File: config.mk
export PLATFORM = sky130hd
export DESIGN_NAME = seq_stim_gen
export DESIGN_NICKNAME = d
export VERILOG_FILES = /design/src/rtl/seq_stim_gen.sv
export SDC_FILE = /design/constraint.sdc
export NUM_CORES = 1
export LEC_CHECK = 0
export CAP_MARGIN = 10
export CORE_UTILIZATION = 52
export DETAILED_ROUTE_END_ITERATION = 16
export PLACE_DENSITY_LB_ADDON = 0.05
export SLEW_MARGIN = 20
export SYNTH_ARGS = -nofsm -noshare
export SYNTH_HDL_FRONTEND = slang
export SYNTH_SLANG_ARGS = --single-unit
File: constraint.sdc
create_clock -name clk -period 3.9 [get_ports clk]
set_clock_uncertainty 0.1 [all_clocks]
set_input_delay 1.17 -clock clk [delete_from_list [all_inputs] [get_ports clk]]
set_output_delay 1.17 -clock clk [all_outputs]
set_load 0.01 [all_outputs]
File: src/rtl/seq_stim_gen.sv
`default_nettype none
// ============================================================================
//  Module   : seq_stim_gen
//  Purpose  : Sequence stimulus generator. Operand vectors are queued in a
//             4-entry FIFO, then played back one at a time on seq1/seq2/seq3.
//             Each vector is held for HOLD_CYCLES cycles. The downstream
//             result (seq_in) is then captured into res_data, and res_valid
//             pulses for one cycle.
//  Revision : 1.0  initial release
// ----------------------------------------------------------------------------
//  Ports
//    clk        in   1   clock, rising edge
//    rst        in   1   asynchronous active-high reset
//    wr_en      in   1   push wr_data into the vector buffer
//    wr_data    in  12   {seq1[11:8], seq2[7:4], seq3[3:0]}
//    full       out  1   vector buffer holds DEPTH entries
//    start      in   1   begin playback (ignored when buffer empty or busy)
//    seq1..3    out  4   operand vectors to the downstream block
//    seq_in     in   8   downstream result for the current vectors
//    res_valid  out  1   one-cycle pulse, res_data holds a new result
//    res_data   out  8   captured result
//    busy       out  1   playback in progress
//    done       out  1   one-cycle pulse when playback ends
// ============================================================================
module seq_stim_gen #(
  parameter int HOLD_CYCLES = 2,
  parameter int DEPTH       = 4
) (
  input  logic        clk,
  input  logic        rst,
  input  logic        wr_en,
  input  logic [11:0] wr_data,
  output logic        full,
  input  logic        start,
  output logic [3:0]  seq1,
  output logic [3:0]  seq2,
  output logic [3:0]  seq3,
  input  logic [7:0]  seq_in,
  output logic        res_valid,
  output logic [7:0]  res_data,
  output logic        busy,
  output logic        done
);

  localparam logic [3:0] HOLD_LOAD = 4'(HOLD_CYCLES - 1);
  localparam logic [2:0] FULL_CNT  = 3'(DEPTH);

  typedef enum logic [1:0] {
    ST_IDLE  = 2'd0,
    ST_DRIVE = 2'd1,
    ST_DONE  = 2'd2
  } state_t;

  state_t      state;
  logic [11:0] mem [4];
  logic [1:0]  wr_ptr;
  logic [1:0]  rd_ptr;
  logic [2:0]  count;
  logic [3:0]  hold_cnt;
  logic        empty;
  logic        pop;
  logic        push;
  logic [11:0] head;

  assign full  = (count == FULL_CNT);
  assign empty = (count == 3'd0);
  assign head  = mem[rd_ptr];
  assign busy  = (state == ST_DRIVE);

  // Pops happen on a start from IDLE, or when a vector's hold expires.
  assign pop  = !empty && (((state == ST_IDLE) && start) ||
                           ((state == ST_DRIVE) && (hold_cnt == 4'd0)));
  // A pop in the same cycle frees the slot, so a write to a full buffer
  // is accepted then. When full, wr_ptr == rd_ptr. The head is read
  // before the overwrite lands.
  assign push = wr_en && (!full || pop);

  always_ff @(posedge clk) begin
    if (push) begin
      mem[wr_ptr] <= wr_data;
    end
  end

  always_ff @(posedge clk or posedge rst) begin
    if (rst) begin
      wr_ptr <= 2'd0;
      rd_ptr <= 2'd0;
      count  <= 3'd0;
    end else begin
      if (push) wr_ptr <= wr_ptr + 2'd1;
      if (pop)  rd_ptr <= rd_ptr + 2'd1;
      case ({push, pop})
        2'b10:   count <= count + 3'd1;
        2'b01:   count <= count - 3'd1;
        default: count <= count;
      endcase
    end
  end

  always_ff @(posedge clk or posedge rst) begin
    if (rst) begin
      state     <= ST_IDLE;
      hold_cnt  <= 4'd0;
      seq1      <= 4'd0;
      seq2      <= 4'd0;
      seq3      <= 4'd0;
      res_data  <= 8'd0;
      res_valid <= 1'b0;
      done      <= 1'b0;
    end else begin
      res_valid <= 1'b0;
      done      <= 1'b0;
      case (state)
        ST_IDLE: begin
          if (pop) begin
            {seq1, seq2, seq3} <= head;
            hold_cnt           <= HOLD_LOAD;
            state              <= ST_DRIVE;
          end
        end
        ST_DRIVE: begin
          if (hold_cnt != 4'd0) begin
            hold_cnt <= hold_cnt - 4'd1;
          end else begin
            res_data  <= seq_in;
            res_valid <= 1'b1;
            if (pop) begin
              {seq1, seq2, seq3} <= head;
              hold_cnt           <= HOLD_LOAD;
            end else begin
              state <= ST_DONE;
            end
          end
        end
        ST_DONE: begin
          // done is registered, so it lands one cycle after the last result.
          done  <= 1'b1;
          state <= ST_IDLE;
        end
        default: state <= ST_IDLE;
      endcase
    end
  end

endmodule
`default_nettype wire

==> results of run 1 <==
-- final cells by class --
type,count,area (µm²)
Clock buffer,9,124
Multi-Input combinational cell,91,982
Tap cell,75,93.8
Fill cell,411,1910
Sequential cell,83,2320
Inverter,9,33.8
Timing Repair Buffer,53,515
Clock inverter,7,124
-- through the flow --
stage	hold slack (ns)	utilization, %	instances	cell area, µm²
after global placement	0.388	64.7	311	3940
after CTS	0.415	68.7	327	4190
after detailed placement	0.395	64.7	311	3940
final	0.410	68.7	327	4190
after global routing	0.429	68.7	327	4190
after floorplan	0.383	-	189	3370
-- layout by cell type, fill, tap and decap left out, types with 2 or more instances in the layout --
cell,n
clkdlybuf4s50_1,47
mux4_2,12
o221a_2,2
a32o_1,2
buf_4,6
xnor2_1,3
bufinv_16,3
inv_6,2
nor2b_1,3
ha_1,5
nor3_1,4
clkbuf_8,9
xor2_1,2
nand2b_1,7
nand2_1,3
edfxtp_1,48
nor2_1,4
dfrtp_1,35
inv_1,9
mux2_2,23
and2_1,5
o22ai_1,2
-- how the worst max path moves through the flow --
stage,startpoint,endpoint,slack (ns)
after floorplan,start,count[2]$_DFFE_PP0P_,0.62
after global placement,start,count[2]$_DFFE_PP0P_,0.48
after detailed placement,start,count[2]$_DFFE_PP0P_,0.40
after CTS,start,count[2]$_DFFE_PP0P_,0.77
after global routing,start,count[2]$_DFFE_PP0P_,0.71
final,start,count[2]$_DFFE_PP0P_,0.76
-- cell families after synthesis --
logic type | after synthesis | synth area share (%)
buffers and inverters | 15 | 1.97
muxes | 37 | 16.4
AOI/OAI and AO/OA | 12 | 3.38
and+or+nand+nor | 31 | 5.69
adders and majority gates | 6 | 2.45
xor gates and xnor gates | 5 | 1.30
DFF | 83 | 68.8
-- flip-flops by register name (all words and copies together), names as in the netlist --
name	cells
res_data	8
hold_cnt	4
res_valid	1
seq3	4
mem	48
wr_ptr	2
rd_ptr	2
seq1	4
seq2	4
done	1
count	3
state	2
-- metal layers --
metal / vias up / share of wire [%]
met5: - / 0
met2: 45 / 53
li1: 828 / -
met4: 0 / 1.4
met3: 7 / 4.8
met1: 929 / 41
-- worst max-delay path, stage by stage --
cell and delay, ns:
clkdlybuf4s50_1 0.46, nand2b_1 0.12, a211oi_4 0.28, nand2b_1 0.10, fa_1 0.38, nand2b_1 0.20, mux2_2 0.28, a211o_1 0.29
-- power by group through the flow --
stage	registers [mW]	clock network, mW	logic [mW]
3_5_place_dp	1.46	0	1.25
5_1_grt	1.48	0.789	1.35
6_report	1.44	0.742	1.24
4_1_cts	1.45	0.759	1.26
2_1_floorplan	1.41	0	0.828
3_3_place_gp	1.44	0	1.20
==> metrics.md, run 1 <==
| Metric | Value |
|---|---|
| Post-synth EDFFs | 48 |
| Worst-Margin Slew | about 0.85 ns |
| Slew headroom | a little over two fifths |
| Ant diodes | 0 |
| FP Rows | 28 |
| DIE HEIGHT | 82.5 µm |
| Synth Cell Area | approximately 0.0034 mm² |
| Count leader, synth | edfxtp_1 |
| Ys Warns | 0 |
| Top cell type's share of synthesized area | 42.8% |
| IO Pins | 48 |
| Sink Count | 83 |
| Final RePlAce weighted congestion | 0.778 |
| Setup crit end kind | register |
| Die ar. | just under 0.007 mm² |
| Post-Syn Area per Cell | 17.8 µm² |
| MaxCap Viol Count | 0 |
| WS Path Type | input port to register |
| Drt first-iter violations | 71 |
| CTS tree | yes |
| Initial Util | 55.2% |
| Internal | 2.39 mW |
| Clock root cell | clkbuf_8 |
| CTS H-tree depth | 3 |
| First-pass DRT Iterations | 4 |
| Crit path DAT | 3.28 ns |
| RSZ-0062 raised after global routing | false |
| CTS-repair resized insts | 0 |
| Number of global-route vias before repair | ~1900 |
| Setup slack after layout | 0.764 ns |
| Pre-CTS worst setup slack | 0.400 ns |
| Initial antenna violation count | 0 |
| Synth Register Bits | 83 |
| Met3 Resource Use GR | 4.95% |
| GRT busiest layer | met2 |
| Clock power frac | 21.7% |
| Via count | 1809 |
| Post CTS Setup Buffer Count | 0 |
| Layout cells sized above 1 | 25.4% |
| Syn Nets | 219 |
| Sw frac | 30.2% |
| Worst-path clk slew | approximately 0.090 ns |
| Post-synth top area cell | edfxtp_1 |
| Largest net degree at the start of global routing | 36 |
| Post-detailed-route count of antenna-violating nets | 0 |
| Post-synth top flop | edfxtp_1 |
| Core Area | 0.00610 mm² |
| Setup crit start kind | input port |
| Vias/cell | 5.53 |
| First-pass GRT wire length | 8.72 mm |
| Pleak | 1.57 nW |
| Die Wd | 82.5 µm |
| Met1 Track Usage GR | between 20% and 30% |
| Hold_sp | seq1[0]$_DFFE_PP0P_ |
| TritonCTS buffer count | 9 |
| Total power | 3.42 mW |
| R2r startpoint | hold_cnt[0]$_DFFE_PP0P_ |
| Reg2Reg Setup Slack | 1.28 ns |
| Psw | 1.03 mW |
| Combinational Power Share | a little over a third |
| Clock Latency Late Sink | approximately 0.35 ns |
| Total track usage | 18.8% |
| Top post-synthesis cells by count | 48 x edfxtp_1, 35 x dfrtp_1, 23 x mux2_2 |
| Worst endpoint required time | 4.04 ns |
| DRT Wirelength | 5.67 mm |
| DRC | 0 |
| Post-DR wirelength/cell | approximately 17 µm |
| Fraction of registers with async set/reset | around 42% |
| P per Cell Area | between 800 and 900 mW/mm² |
| Global route overflow | 0 |
| Yosys cell types | 34 |
| Tcrit/Tclk final | 80.4% |
| Final count of hold timing violations | 0 |
| R2R cell count | 9 |
| FMAX | 319 MHz |
| Max-slew violations | 0 |
| NumNets Final | 277 |
| # hold bufs at CTS | 0 |
| IO Port Bufs | 47 |
| Sequential area share after synthesis | 68.8% |
| Seq pwr share | 42.1% |
| Max Root-Sink Buffers | 2 |
| Synth area leaders | edfxtp_1 43%, dfrtp_1 26%, mux4_2 8.0% |
| Area grow syn2layout | 24.5% |
| Min Tclk post-route | 3.14 ns |
| Crit-path max FO | 3 |
| FF-to-FF End | count[2]$_DFFE_PP0P_ |
| Worst Hold Path EP | seq1[0]$_DFFE_PP0P_ |
| Synth Instances | around 190 |
| GR Layer Usage met2 | 33.5% |
| Post-detail-place hpwl | 3.72 mm |
| WHS Path Cells | 1 |
| Setup TNS | 0 ns |
| Outcome | finished clean |
| Final setup viols | 0 |
| Maximum vdd drop | 0.456 mV |
| Worst min path class | register to register |
Note: power is estimated with default switching activity, not from simulation.
==> run 2, diff against run 1 <==
==> constraint.sdc (replaced) <==
create_clock -name clk -period 3.2 [get_ports clk]
set_clock_uncertainty 0.1 [all_clocks]
set_input_delay 0.96 -clock clk [delete_from_list [all_inputs] [get_ports clk]]
set_output_delay 0.96 -clock clk [all_outputs]
set_load 0.01 [all_outputs]
==> metrics.md, run 2 (synthesis results as in run 1) <==
| Metric | Value |
|---|---|
| Final setup viols | 0 |
| Critical Path Sink | count[2]$_DFFE_PP0P_ |
| # hold bufs at CTS | 0 |
| Total power | 4.23 mW |
| Die ar. | 0.00680 mm² |
| Max-slew violations | 0 |
| IO Pins | 48 |
| Crit path DAT | ~3.0 ns |
| First-pass DRT Iterations | 4 |
| Setup slack after layout | 0.295 ns |
| Largest registers | mem (48), res_data (8) |
| Pre-CTS worst setup slack | -0.0545 ns |
| Crit-path most repeated cell | nand2b_1 |
| Post-detailed-route count of antenna-violating nets | 0 |
| Vias/cell | 5.54 |
| Post-DR wirelength/cell | 17.8 µm |
| DRT Wirelength | 5.86 mm |
| RSZ-0062 raised after global routing | false |
| FF-to-FF End | count[2]$_DFFE_PP0P_ |
| P per Cell Area | ~1000 mW/mm² |
| Via count | around 1800 |
| Min Hold Slack | ~0.4 ns |
| DRC | 0 |
| Max incr delay on CP | 0.46 ns |
| Critical-path top delay cell | clkdlybuf4s50_1 |
| Fin util | 69.8% |
| Post-detail-place hpwl | 3.85 mm |
| CTS tree | yes |
| First-pass GRT wire length | 9.06 mm |
| DIE HEIGHT | 82.5 µm |
| Post CTS Setup Buffer Count | 0 |
| Global route overflow | 0 |
| Met1 wire length | 2.42 mm |
| WS Path Type | input port to register |
| R2r startpoint | hold_cnt[0]$_DFFE_PP0P_ |
| Max Root-Sink Buffers | 2 |
| Slew headroom | roughly two fifths |
| Drt first-iter violations | 60 |
| TritonCTS buffer count | 9 |
| Maximum vdd drop | just under 0.6 mV |
| Area grow syn2layout | 26.4% |
| IO Port Bufs | 47 |
| Initial antenna violation count | 0 |
| Sink Count | between 80 and 90 |
| Setup crit start | start |
| MaxCap Viol Count | 0 |
| Outcome | finished clean |
| Fillers | 400 |
| Commonest non-fill, non-tap cells in the layout | 48 x edfxtp_1, 47 x clkdlybuf4s50_1, 35 x dfrtp_1, 23 x mux2_2, 12 x mux4_2 |
| Largest Register | mem |
| Reg2Reg Setup Slack | 0.58 ns |
| NumNets Final | 280 |
| Min Tclk post-route | 2.91 ns |
| FMAX | 344 MHz |
| Worst-Margin Slew | around 0.88 ns |
| Ant diodes | 0 |
| Worst-path clk slew | 0.08 ns |
| Pleak | 1.60 nW |
| FP Rows | 28 |
| Detail Route met2 WL | roughly 3 mm |
| Clock Latency Late Sink | around 0.34 ns |
| Setup crit start kind | input port |
| Die Wd | 82.5 µm |
| WHS Path Cells | 1 |
| Clock root cell | clkbuf_8 |
| CTS H-tree depth | 3 |
| Hold_sp | seq1[0]$_DFFE_PP0P_ |
| Total track usage | 19.5% |
| Crit-path max FO | 3 |
| Setup crit end kind | register |
| Commonest non-fill, non-tap cell in the layout | edfxtp_1 |
| Highest metal used | met4 |
| Max reg flops | 48 |
| Worst min path class | register to register |
| DP Cell Count | 314 |
| Layout cells sized above 1 | between 20% and 30% |
| R2R cell count | 9 |
| Final count of hold timing violations | 0 |
| Final RePlAce weighted congestion | a little over 0.8 |
| Number of global-route vias before repair | approximately 1900 |
| Initial Util | 55.2% |
| Worst endpoint required time | between 3 and 4 ns |
| CTS-repair resized insts | 0 |
| Crit path cell chain | clkdlybuf4s50_1, nand2b_1, a211oi_4, nand2b_1, fa_1, nand2b_1, mux2_2, a211o_1 |
| Met3 wire len | 287 µm |
| Layout Cells excl Fill | 330 |
| Tcrit/Tclk final | a little over 90% |
| Largest net degree at the start of global routing | 36 |
| Core Area | between 0.006 and 0.007 mm² |
==> run 2: changes by cell type in the layout (fill, tap and decap cells not counted), sizes merged <==
cell / delta
buf: +3
clkbuf: +1
inv: -1
==> run 2: final cells by class <==
| class | count | area (µm²) | share of cell area, % |
|---|---|---|---|
| timing repair buffer | 56 | 588 | 13.8 |
| inverter | 9 | 33.8 | 0.794 |
| clock inverter | 6 | 111 | 2.62 |
| multi-input combinational | 91 | 982 | 23.1 |
| clock buffer | 10 | 128 | 3.00 |
| sequential | 83 | 2320 | 54.5 |
| tap | 75 | 93.8 | 2.21 |
==> run 2: power breakdown <==
group,internal [mW],switching (mW)
sequential,1.49,0.260
combinational,0.946,0.653
clock,0.520,0.362
total,2.96,1.27
==> run 2: per-stage QoR <==
stage                     instance area (µm²)  TNS (ns)
final                                    4250         0
after global placement                   4020         0
after floorplan                          3370         0
after global routing                     4250         0
after CTS                                4250         0
after detailed placement                 4020   -0.0545
==> run 2: routing by layer <==
| metal | track usage, % | up-vias |
|---|---|---|
| met1 | 22.0 | 931 |
| li1 | - | 828 |
| met2 | 33.9 | 55 |
| met4 | 10.5 | 0 |
| met3 | 5.16 | 13 |
| met5 | 0 | - |
==> run 2: worst min-delay path by stage <==
stage / slack, ns / end
finish: 0.40 / seq1[0]$_DFFE_PP0P_
global route: 0.43 / seq3[3]$_DFFE_PP0P_
CTS: 0.40 / seq1[0]$_DFFE_PP0P_
detailed placement: 0.39 / seq1[0]$_DFFE_PP0P_
global placement: 0.37 / seq1[0]$_DFFE_PP0P_
floorplan: 0.38 / done$_DFF_PP0_
==> run 2: worst max-delay path: cells and delay by family <==
kind,cells,cell delay (ns)
and+or+nand+nor,3,0.41
muxes,1,0.27
adders and majority gates,1,0.40
AOI/OAI and AO/OA,2,0.55
buffers and inverters,1,0.46
==> run 3, diff against run 2 <==
--- a/config.mk
+++ b/config.mk
@@ -9,7 +9,7 @@
 export CORE_UTILIZATION = 52
 export DETAILED_ROUTE_END_ITERATION = 16
 export PLACE_DENSITY_LB_ADDON = 0.05
-export SLEW_MARGIN = 20
+export SLEW_MARGIN = 30
 export SYNTH_ARGS = -nofsm -noshare
 export SYNTH_HDL_FRONTEND = slang
 export SYNTH_SLANG_ARGS = --single-unit
==> metrics.md, run 3 (synthesis results as in run 1) <==
| Metric | Value |
|---|---|
| Outcome | finished clean |
| WHS Path Cells | 1 |
| CTS-repair resized insts | 0 |
| Number of global-route vias before repair | 1935 |
| Slew headroom | around 57% |
| Worst-Margin Slew | 0.652 ns |
| Setup slack after layout | 0.295 ns |
| Internal | 2.96 mW |
| Psw | 1.27 mW |
| Seq pwr share | 41.5% |
| Setup crit end kind | register |
| Layout Cells excl Fill | between 300 and 400 |
| Worst endpoint required time | 3.34 ns |
| P per Cell Area | between 900 and 1000 mW/mm² |
| Sw frac | between 30 and 40% |
| R2R cell count | 9 |
| Commonest non-fill, non-tap cell in the layout | edfxtp_1 |
| Global route overflow | 0 |
| Area grow syn2layout | 26.4% |
| Initial antenna violation count | 0 |
| WS Path Type | input port to register |
| Via count | 1827 |
| Setup crit start kind | input port |
| Ant diodes | 0 |
| Final count of hold timing violations | 0 |
| RSZ-0062 raised after global routing | false |
| Maximum vdd drop | 0.578 mV |
| Tcrit/Tclk final | 90.8% |
| Max reg flops | 48 |
| Largest registers | mem (48), res_data (8) |
| DRC | 0 |
| Clock Latency Late Sink | 0.34 ns |
| Pleak | roughly 1.6 nW |
| Clock root cell | clkbuf_8 |
| Pre-CTS worst setup slack | -0.0545 ns |
| # hold bufs at CTS | 0 |
| Worst-path clk slew | 0.08 ns |
| IO Pins | 48 |
| Largest Register | mem |
| Initial Util | 55.2% |
| Vias/cell | 5.54 |
| Crit path DAT | 3.04 ns |
| Total track usage | 19.5% |
| Post-detail-place hpwl | 3.85 mm |
| Combinational Power Share | 37.7% |
| Die ar. | 0.00680 mm² |
| Post-detailed-route count of antenna-violating nets | 0 |
| Commonest non-fill, non-tap cells in the layout | 48 x edfxtp_1, 47 x clkdlybuf4s50_1, 34 x dfrtp_1, 23 x mux2_2, 12 x mux4_2 |
| Die Wd | between 80 and 90 µm |
| Worst min path class | register to register |
| NumNets Final | 280 |
| Max-slew violations | 0 |
| Largest net degree at the start of global routing | 36 |
| CTS tree | yes |
| First-pass GRT wire length | 9.06 mm |
| Core Area | 0.00610 mm² |
| FMAX | 344 MHz |
| MaxCap Viol Count | 0 |
| Post-DR wirelength/cell | roughly 18 µm |
| DP Cell Count | 314 |
| DRT Wirelength | 5.86 mm |
| FP Rows | 28 |
| Layout cells sized above 1 | a little over a quarter |
| Clock power frac | 20.8% |
| Final setup viols | 0 |
| First-pass DRT Iterations | 4 |
| IO Port Bufs | 47 |
| Max Root-Sink Buffers | 2 |
| Crit-path max FO | 3 |
| TritonCTS buffer count | 9 |
| Post CTS Setup Buffer Count | 0 |
| DIE HEIGHT | 82.5 µm |
| Final RePlAce weighted congestion | 0.818 |
| CTS H-tree depth | 3 |
| Sink Count | 83 |
| Drt first-iter violations | 60 |
| Min Tclk post-route | about 2.9 ns |
run 3: cell type report:
type                       instances  area [µm²]
multi-input combinational         91         982
fill                             401        1840
clock buffer                      10         128
inverter                           9        33.8
timing repair buffer              56         588
clock inverter                     6         111
sequential                        83        2320
tap                               75        93.8
run 3: power by group through the flow:
| stage | Sequential, mW | Combinational [mW] | Clock (mW) |
|---|---|---|---|
| after CTS | 1.76 | 1.62 | 0.906 |
| after global routing | 1.80 | 1.72 | 0.943 |
| after global placement | 1.75 | 1.52 | 0 |
| after floorplan | 1.72 | 1.01 | 0 |
| after detailed placement | 1.78 | 1.61 | 0 |
| final | 1.76 | 1.60 | 0.882 |
run 3: worst max-delay path: stages:
cell	delay (ns)
clkdlybuf4s50_1	0.46
nand2b_1	0.11
a211oi_4	0.27
nand2b_1	0.11
fa_1	0.40
nand2b_1	0.19
mux2_2	0.27
a211o_1	0.28
run 3: per-stage QoR:
| stage | TNS, ns | utilization (%) | hold slack [ns] | total power [mW] | instance area (µm²) |
|---|---|---|---|---|---|
| after floorplan | 0 | - | 0.383 | 2.73 | 3370 |
| after global placement | 0 | 65.9 | 0.374 | 3.28 | 4020 |
| after detailed placement | -0.0545 | 65.9 | 0.389 | 3.39 | 4020 |
| after CTS | 0 | 69.8 | 0.404 | 4.29 | 4250 |
| after global routing | 0 | 69.8 | 0.426 | 4.47 | 4260 |
| final | 0 | 69.8 | 0.401 | 4.24 | 4260 |
run 3: path summary, 6_finish.rpt:
check,endpoint,startpoint,slack [ns]
setup / recovery,count[2]$_DFFE_PP0P_,start,0.29
hold / removal,seq1[0]$_DFFE_PP0P_,seq1[0]$_DFFE_PP0P_,0.40
setup reg to reg,count[2]$_DFFE_PP0P_,hold_cnt[0]$_DFFE_PP0P_,0.58
hold reg to reg,seq1[0]$_DFFE_PP0P_,seq1[0]$_DFFE_PP0P_,0.40
max in group asynchronous,rd_ptr[0]$_DFFE_PP0P_,rst,1.71
min in group asynchronous,seq3[1]$_DFFE_PP0P_,rst,0.92
run 3: metal layers:
layer,vias up,share of wire [%],wire (µm),GRT usage [%]
met3,13,4.9,287,5.16
met5,-,0,0,0
met1,931,41,2420,22.0
li1,828,-,-,-
met4,0,1.8,106,10.5
met2,55,52,3050,33.9
